<file path="config.mk">
export PLATFORM = sky130hd
export DESIGN_NAME = fetch_unit
export DESIGN_NICKNAME = d
export VERILOG_FILES = /design/src/rtl/fetch_unit.sv
export SDC_FILE = /design/constraint.sdc
export NUM_CORES = 1
export LEC_CHECK = 0
export CAP_MARGIN = 20
export CORE_ASPECT_RATIO = 1.75
export CORE_UTILIZATION = 44
export DETAILED_ROUTE_END_ITERATION = 8
export PLACE_DENSITY_LB_ADDON = 0.12
export SYNTH_ARGS = -nofsm -noshare
export SYNTH_HDL_FRONTEND = slang
export SYNTH_SLANG_ARGS = --single-unit
</file>
<file path="constraint.sdc">
create_clock -name clk -period 4.3 [get_ports clk]
set_input_delay 0.645 -clock clk [delete_from_list [all_inputs] [get_ports clk]]
set_output_delay 0.645 -clock clk [all_outputs]
set_load 0.005 [all_outputs]
</file>
<file path="src/rtl/fetch_unit.sv">
// Instruction fetch stage: owns the architectural PC, fetches one instruction
// at a time over a req/valid handshake, presents it to decode/PC control,
// detects HLT and counts retired instructions.
module fetch_unit #(
  parameter logic [15:0] RESET_PC = 16'h0000
) (
  input  logic        clk,
  input  logic        rst_n,
  input  logic [15:0] pc_new,
  input  logic        stall_in,
  input  logic [15:0] imem_data,
  input  logic        imem_valid,
  output logic        imem_req,
  output logic [15:0] imem_addr,
  output logic [15:0] pc_current,
  output logic [15:0] instr_out,
  output logic        instr_valid,
  output logic        halted,
  output logic [15:0] retired_count
);

  localparam int unsigned W = 16;
  localparam logic [3:0]   HLT_OPCODE = 4'b1111;
  localparam logic [W-1:0] PC_ALIGN   = 16'hFFFE;
  localparam logic [W-1:0] PC_RESET   = RESET_PC & PC_ALIGN;

  typedef enum logic [1:0] {
    ST_FETCH = 2'd0,
    ST_ISSUE = 2'd1,
    ST_HALT  = 2'd2
  } state_t;

  state_t         state_q;
  state_t         state_d;
  logic           run_q;
  logic [W-1:0]   pc_d;
  logic [W-1:0]   instr_d;
  logic [W-1:0]   count_d;

  // Request/valid/halt decode straight from flops; run_q keeps the request
  // low while reset is held without a path from rst_n.
  assign imem_req    = run_q && (state_q == ST_FETCH);
  assign instr_valid = (state_q == ST_ISSUE);
  assign halted      = (state_q == ST_HALT);
  assign imem_addr   = pc_current;

  // Goes high on the first edge after reset release.
  always_ff @(posedge clk or negedge rst_n) begin
    if (!rst_n) run_q <= 1'b0;
    else        run_q <= 1'b1;
  end

  // State, PC, instruction and retire-count registers.
  always_ff @(posedge clk or negedge rst_n) begin
    if (!rst_n) begin
      state_q       <= ST_FETCH;
      pc_current    <= PC_RESET;
      instr_out     <= '0;
      retired_count <= '0;
    end else begin
      state_q       <= state_d;
      pc_current    <= pc_d;
      instr_out     <= instr_d;
      retired_count <= count_d;
    end
  end

  // Next-state and datapath update; HLT retires without taking pc_new.
  always_comb begin
    state_d = state_q;
    pc_d    = pc_current;
    instr_d = instr_out;
    count_d = retired_count;
    case (state_q)
      ST_FETCH: begin
        if (run_q && imem_valid) begin
          instr_d = imem_data;
          state_d = ST_ISSUE;
        end
      end
      ST_ISSUE: begin
        if (!stall_in) begin
          count_d = retired_count + W'(1);
          if (instr_out[15:12] == HLT_OPCODE) begin
            state_d = ST_HALT;
          end else begin
            pc_d    = pc_new & PC_ALIGN;
            state_d = ST_FETCH;
          end
        end
      end
      ST_HALT: begin
        state_d = ST_HALT;
      end
      default: begin
        state_d = ST_FETCH;
      end
    endcase
  end

endmodule

</file>
==> results.tsv, run 1 <==
stage	metric	value	unit
sta	fin crit period	2.17	ns
power_and_ir_drop	VDD IR-drop max	0.380	mV
routing	highest metal used	met4	
sta	final slew viol count	0	
routing	DR vias	1468	
global_route	GRT Overall Usage	16.2	%
power_and_ir_drop	PD cells	507	mW/mm^2
logic_synthesis	synth top area cells	dfrtp_1 (57%), mux2_2 (11%), mux2_4 (6.8%), buf_4 (6.1%), xnor2_1 (3.2%)	
logic_synthesis	ys async rst share	100	%
job	max-cap viol count	0	
layout	Fillers	373	
power_and_ir_drop	sw frac	25.5	%
critical_path	Worst EP arrival	1.52	ns
critical_path	crit-path max cell delay	0.51	ns
sta	Clock Skew	0.00501	ns
critical_path	Crit Path Class	reg -> out	
place	RD Place Congestion	0.738	
global_route	initial antenna violation count	0	
routing	WL met1	1.61	mm
critical_path	worst r2r dst	instr_out[11]	
critical_path	CP Cell Sequence	nand2b_1 > inv_1 > clkdlybuf4s50_1	
routing	routed length on met2	2.25	mm
clock_tree	post-CTS sizing	0	
logic_synthesis	area leader, netlist	dfrtp_1	
layout	nets@finish	282	
sta	Rel. slew slack	50.8	%
power_and_ir_drop	Total Power	1.62	mW
logic_synthesis	Yosys reg bits	50	
sta	Slew @ Worst Pin	0.738	ns
logic_synthesis	Synth top area share	56.9	%
logic_synthesis	yosys warns	0	
floorplan	num rows	33	
floorplan	Ports	103	
place	I/O Buffers	99	
critical_path	Worst Path Buf+Inv	2	
sta	RSZ-0062 raised after global routing	no	
power_and_ir_drop	share of power burned in registers	44.0	%
clock_tree	worst skew pair latency	0.29	ns
clock_tree	Max Buffers Root-to-Sink	2	
layout	non-filler cells, final	296	
logic_synthesis	Seq/Total Area, Yosys	56.9	%
clock_tree	CTS root buf	clkbuf_8	
floorplan	Core Area	0.00475	sq mm
critical_path	Top Family by Delay on Critical Path	buffers and inverters	
place	Post-Place Setup Slack	1.95	ns
critical_path	Worst Path Required	3.65	ns
sta	Fmax	462	MHz
logic_synthesis	EDFF count, synth	0	
place	placed cells	290	
clock_tree	CTS buffer count	5	
routing	routed wl met3	205	um
routing	DRC violations left	0	
sta	share of the clock period used by the worst path after layout	50.4	%
critical_path	critical path launch point type	flip-flop	
status	status	complete, no violations	
clock_tree	clk slew on worst S/H paths	0.08	ns
power_and_ir_drop	internal power	1.20	mW
logic_synthesis	Most used DFF post-synth	dfrtp_1	
layout	design area	0.00319	sq mm
routing	TritonRoute pass-1 iters	4	
clock_tree	# clock sinks	50	
global_route	aggregate global routing overflow	0	
sta	final number of setup-violating endpoints	0	
power_and_ir_drop	total net switching power	412	uW
power_and_ir_drop	P_leak	1.42	nW
sta	final setup margin	2.13	ns
routing	Detail Route Antenna Nets	0	
sta	worst hold slack	0.442	ns
global_route	first-pass GRT wire length	6.66	mm
sta	final hold viol count	0	
logic_synthesis	Syn Std Cell Area	0.00220	sq mm
floorplan	Starting Density	46.4	%
routing	wire per inst	14.0	um
critical_path	CP Max Fanout	4	
logic_synthesis	Avg Inst Size Synth	14.0	sq um
global_route	number of global-route vias before repair	1452	
layout	Layout Utilization	67.1	%
logic_synthesis	synth cell count leaders	dfrtp_1 (50), mux2_2 (22), buf_4 (18)	
layout	n_diodes	0	
sta	setup TNS	0	ns
floorplan	Die Wd	55.5	um
worst_hold_path	Hold Crit Class	in -> async	
clock_tree	TritonCTS clock tree	done	
layout	P&R area growth vs syn	44.9	%
place	HPWL after DPL	3.10	mm
layout	FF/Latch Area	0.00125	sq mm
critical_path	critical path capture point type	output pin	
critical_path	worst reg-to-reg path cell count	3	
critical_path	Crit Reg-Reg Startpoint	state_q[1]	
logic_synthesis	count of cell types in the netlist	28	
clock_tree	hold buffer count at cts	0	
critical_path	Slowest cell on crit path	clkdlybuf4s50_1	
floorplan	Die Span Y	95.6	um
global_route	largest net degree at the start of global routing	51	
clock_tree	Post-CTS Setup Inserts	0	
layout	share of layout cells above drive strength 1	18.4	%
critical_path	Reg2Reg Setup Slack	2.45	ns
power_and_ir_drop	Logic pwr share	39.9	%
routing	WL final	4.13	mm
floorplan	Die ar.	0.00530	sq mm
routing	Vias per Instance	4.96	
layout	Multi-input gate area	792	sq um
routing	initial DRC count	21	
logic_synthesis	Post-Syn Instances	157	
logic_synthesis	most common cell in the netlist	dfrtp_1	
power_and_ir_drop	clock share of power	16.1	%
place	placed cell areas	0.00311	sq mm
clock_tree	htree depth	2	
per-layer routing:
| layer | vias to the layer above | global-route usage [%] |
|---|---|---|
| met2 | 62 | 29.2 |
| met4 | 0 | 6.25 |
| met1 | 718 | 18.3 |
| li1 | 682 | - |
| met3 | 6 | 3.93 |
| met5 | - | 0 |
cells by family after synthesis:
family / after synthesis / synth area share, %
other: 2 / 0.341
DFF: 50 / 56.9
xor gates and xnor gates: 15 / 5.97
AOI/OAI and AO/OA: 1 / 0.341
and+or+nand+nor: 35 / 10.5
buffers and inverters: 21 / 7.33
muxes: 32 / 18.1
adders and majority gates: 1 / 0.568
power groups by stage:
stage / Combinational [mW] / Clock, mW / Sequential, mW
floorplan: 0.287 / 0 / 0.716
global placement: 0.646 / 0 / 0.716
detailed placement: 0.654 / 0 / 0.723
CTS: 0.656 / 0.275 / 0.714
global route: 0.692 / 0.292 / 0.731
finish: 0.645 / 0.261 / 0.711
cell type report:
class	instances	area share, %
Sequential cell	50	39.2
Inverter	1	0.118
Tap cell	52	2.04
Timing Repair Buffer	100	31.2
Clock buffer	6	2.59
Multi-Input combinational cell	87	24.8
worst max-delay path by stage:
stage	end	slack [ns]	start	cells past startpoint
2_1_floorplan	imem_addr[10]	2.61	stall_in	4
3_5_place_dp	imem_addr[9]	1.95	stall_in	4
6_report	instr_valid	2.13	state_q[1]	3
5_1_grt	imem_req	2.04	state_q[1]	2
4_1_cts	imem_req	2.10	state_q[1]	2
3_3_place_gp	imem_addr[13]	1.96	stall_in	4
registers in the layout (all words and copies together) (netlist names):
register and flops:
imem_addr 15, state_q 2, instr_out 16, retired_count 16
run_q 1
layout by cell type, fill, tap and decap left out:
cell / n
buf_2: 1
dfrtp_1: 50
mux2_2: 22
nor2b_1: 1
ha_1: 1
and2b_1: 1
nor2_1: 3
nor3b_4: 1
and2_1: 1
xnor2_1: 8
a21o_1: 1
nor3_1: 2
nor3_2: 1
buf_4: 1
nor3b_1: 1
inv_1: 1
xor2_1: 7
nand2_1: 10
nand4_1: 4
nand2b_1: 1
mux2_4: 10
conb_1: 3
nand4_4: 1
and4_1: 1
clkbuf_8: 6
clkdlybuf4s50_1: 98
or2_2: 1
and3_1: 4
and4bb_1: 1
nand2_4: 1
No activity file was read; power rests on OpenSTA's default activity.
==> inputs of run 2 (changes only) <==
CORE_UTILIZATION = 37   (was 44)
clock period = 1.9 ns   (was 4.3 ns; I/O delays follow)
==> run 2 against run 1 <==
Against the previous run: critical path depth unchanged; worst setup slack got worse by 2.0 ns; die area increased by 18%; cell area increased by 2.1%; hold slack got worse by 0.35 ns; final cell count increased by 9.5%; largest power group unchanged.
==> results.tsv, run 2 (synthesized netlist as in run 1, its figures left out) <==
stage	metric	value	unit
layout	design area	0.00325	sq mm
routing	highest metal used	met4	
place	placed cell areas	0.00316	sq mm
sta	final hold viol count	0	
critical_path	Slowest cell on crit path	clkdlybuf4s50_1	
routing	routed length on met2	2.31	mm
clock_tree	CTS buffer count	5	
routing	routed wl met3	335	um
layout	nets@finish	286	
layout	Fillers	466	
clock_tree	worst skew pair latency	0.29	ns
sta	setup TNS	0	ns
layout	share of layout cells above drive strength 1	20.6	%
routing	wire per inst	13.5	um
floorplan	Die Wd	60.3	um
floorplan	Ports	103	
power_and_ir_drop	VDD IR-drop max	0.618	mV
global_route	number of global-route vias before repair	1510	
sta	share of the clock period used by the worst path after layout	94.9	%
clock_tree	htree depth	2	
routing	TritonRoute pass-1 iters	4	
critical_path	crit-path max cell delay	0.52	ns
layout	commonest non-fill, non-tap cell in the layout	clkdlybuf4s50_1	
layout	n_diodes	0	
routing	initial DRC count	25	
routing	DRC violations left	0	
layout	Multi-input gate area	797	sq um
critical_path	CP Cell Sequence	nand2b_1 > inv_1 > clkdlybuf4s50_1	
sta	final number of setup-violating endpoints	0	
critical_path	CP Max Fanout	4	
power_and_ir_drop	P_leak	1.44	nW
routing	WL met1	1.66	mm
place	RD Place Congestion	0.690	
job	max-cap viol count	0	
floorplan	Die Span Y	104	um
worst_hold_path	Hold Crit Class	in -> async	
global_route	initial antenna violation count	0	
clock_tree	# clock sinks	50	
layout	commonest non-fill, non-tap cells in the layout	clkdlybuf4s50_1 (98), dfrtp_1 (49), mux2_2 (22)	
floorplan	Starting Density	39.1	%
clock_tree	clk slew on worst S/H paths	0.08	ns
routing	Detail Route Antenna Nets	0	
critical_path	Worst Path Required	1.62	ns
sta	fin crit period	1.80	ns
critical_path	Top Family by Delay on Critical Path	buffers and inverters	
critical_path	critical path capture point type	output pin	
global_route	aggregate global routing overflow	0	
sta	Rel. slew slack	58.0	%
floorplan	Core Area	0.00563	sq mm
status	status	complete, no violations	
sta	Clock Skew	0.00383	ns
place	HPWL after DPL	3.13	mm
clock_tree	Max Buffers Root-to-Sink	2	
sta	final slew viol count	0	
global_route	largest net degree at the start of global routing	51	
routing	DR vias	1468	
power_and_ir_drop	PD cells	1130	mW/mm^2
power_and_ir_drop	sw frac	25.8	%
power_and_ir_drop	total net switching power	949	uW
routing	WL final	4.36	mm
power_and_ir_drop	Logic pwr share	40.1	%
power_and_ir_drop	share of power burned in registers	43.6	%
floorplan	num rows	36	
power_and_ir_drop	clock share of power	16.3	%
place	I/O Buffers	99	
critical_path	Crit Path Class	reg -> out	
critical_path	critical path launch point type	flip-flop	
clock_tree	hold buffer count at cts	0	
sta	RSZ-0062 raised after global routing	no	
clock_tree	TritonCTS clock tree	done	
sta	Slew @ Worst Pin	0.630	ns
power_and_ir_drop	internal power	2.74	mW
layout	P&R area growth vs syn	47.9	%
floorplan	Die ar.	0.00627	sq mm
critical_path	Worst Path Buf+Inv	2	
global_route	first-pass GRT wire length	7.02	mm
layout	FF/Latch Area	0.00125	sq mm
sta	Fmax	555	MHz
clock_tree	CTS root buf	clkbuf_8	
global_route	GRT Overall Usage	14.7	%
routing	Vias per Instance	4.53	
critical_path	Worst EP arrival	1.52	ns
run 2: changes by cell type in the layout (fill, tap and decap cells not counted), sizes merged:
| cell | delta |
|---|---|
| buf | +4 |
run 2: metal layers:
| layer | track usage (%) | vias up |
|---|---|---|
| li1 | - | 690 |
| met1 | 16.4 | 711 |
| met2 | 25.4 | 63 |
| met3 | 4.23 | 4 |
| met4 | 4.98 | 0 |
| met5 | 0 | - |
run 2: power by group through the flow:
| stage | Combinational (mW) | Clock (mW) | Sequential [mW] |
|---|---|---|---|
| 5_1_grt | 1.59 | 0.666 | 1.66 |
| 2_1_floorplan | 0.649 | 0 | 1.62 |
| 3_5_place_dp | 1.49 | 0 | 1.64 |
| 4_1_cts | 1.50 | 0.631 | 1.62 |
| 6_report | 1.48 | 0.601 | 1.61 |
| 3_3_place_gp | 1.47 | 0 | 1.63 |
run 2: final timing paths:
path                                   startpoint                 to  depth (start not counted)  slack [ns]
worst min-delay path                        rst_n   retired_count[9]                          2        0.09
worst min register to register  retired_count[15]  retired_count[15]                          1        0.48
worst max-delay path                   state_q[1]        instr_valid                          3         0.1
max in group asynchronous                   rst_n         state_q[1]                          2        1.35
min in group clk                retired_count[15]  retired_count[15]                          1        0.48
worst max register to register         state_q[1]  retired_count[14]                          6        0.31
run 2: stage by stage:
| stage | util (%) | power [mW] | std cells | setup WS [ns] | hold slack (ns) |
|---|---|---|---|---|---|
| 2_1_floorplan | - | 2.27 | 158 | 0.347 | -0.0106 |
| 5_1_grt | 57.8 | 3.91 | 324 | 0.0212 | 0.150 |
| 4_1_cts | 57.6 | 3.75 | 323 | 0.0145 | 0.116 |
| 3_5_place_dp | 56.1 | 3.13 | 317 | 0.0493 | 0.441 |
| 6_report | 57.8 | 3.69 | 324 | 0.0971 | 0.0930 |
| 3_3_place_gp | 56.1 | 3.11 | 317 | 0.0753 | 0.441 |
run 2: area by class of cell:
cell class	count	share of cell area [%]
flip-flops and latches	50	38.5
clock buffers	6	2.54
multi-input cells	87	24.5
inverters	1	0.115
repair buffers	104	31.4
well taps	76	2.92
run 2: repair_timing:
action | CTS | global route
buffers inserted | 0 | 1
endpoints found under the hold margin | 0 | 0
setup endpoints to repair | 0 | 2
gates resized for setup | 0 | 2
run 2: worst register-to-register path: stages, from the launching register on:
cell and delay [ns]:
dfrtp_2 0.43, buf_4 0.15, nor3b_4 0.23, buf_4 0.19, nand4_4 0.15, nor3_1 0.22, xor2_1 0.16
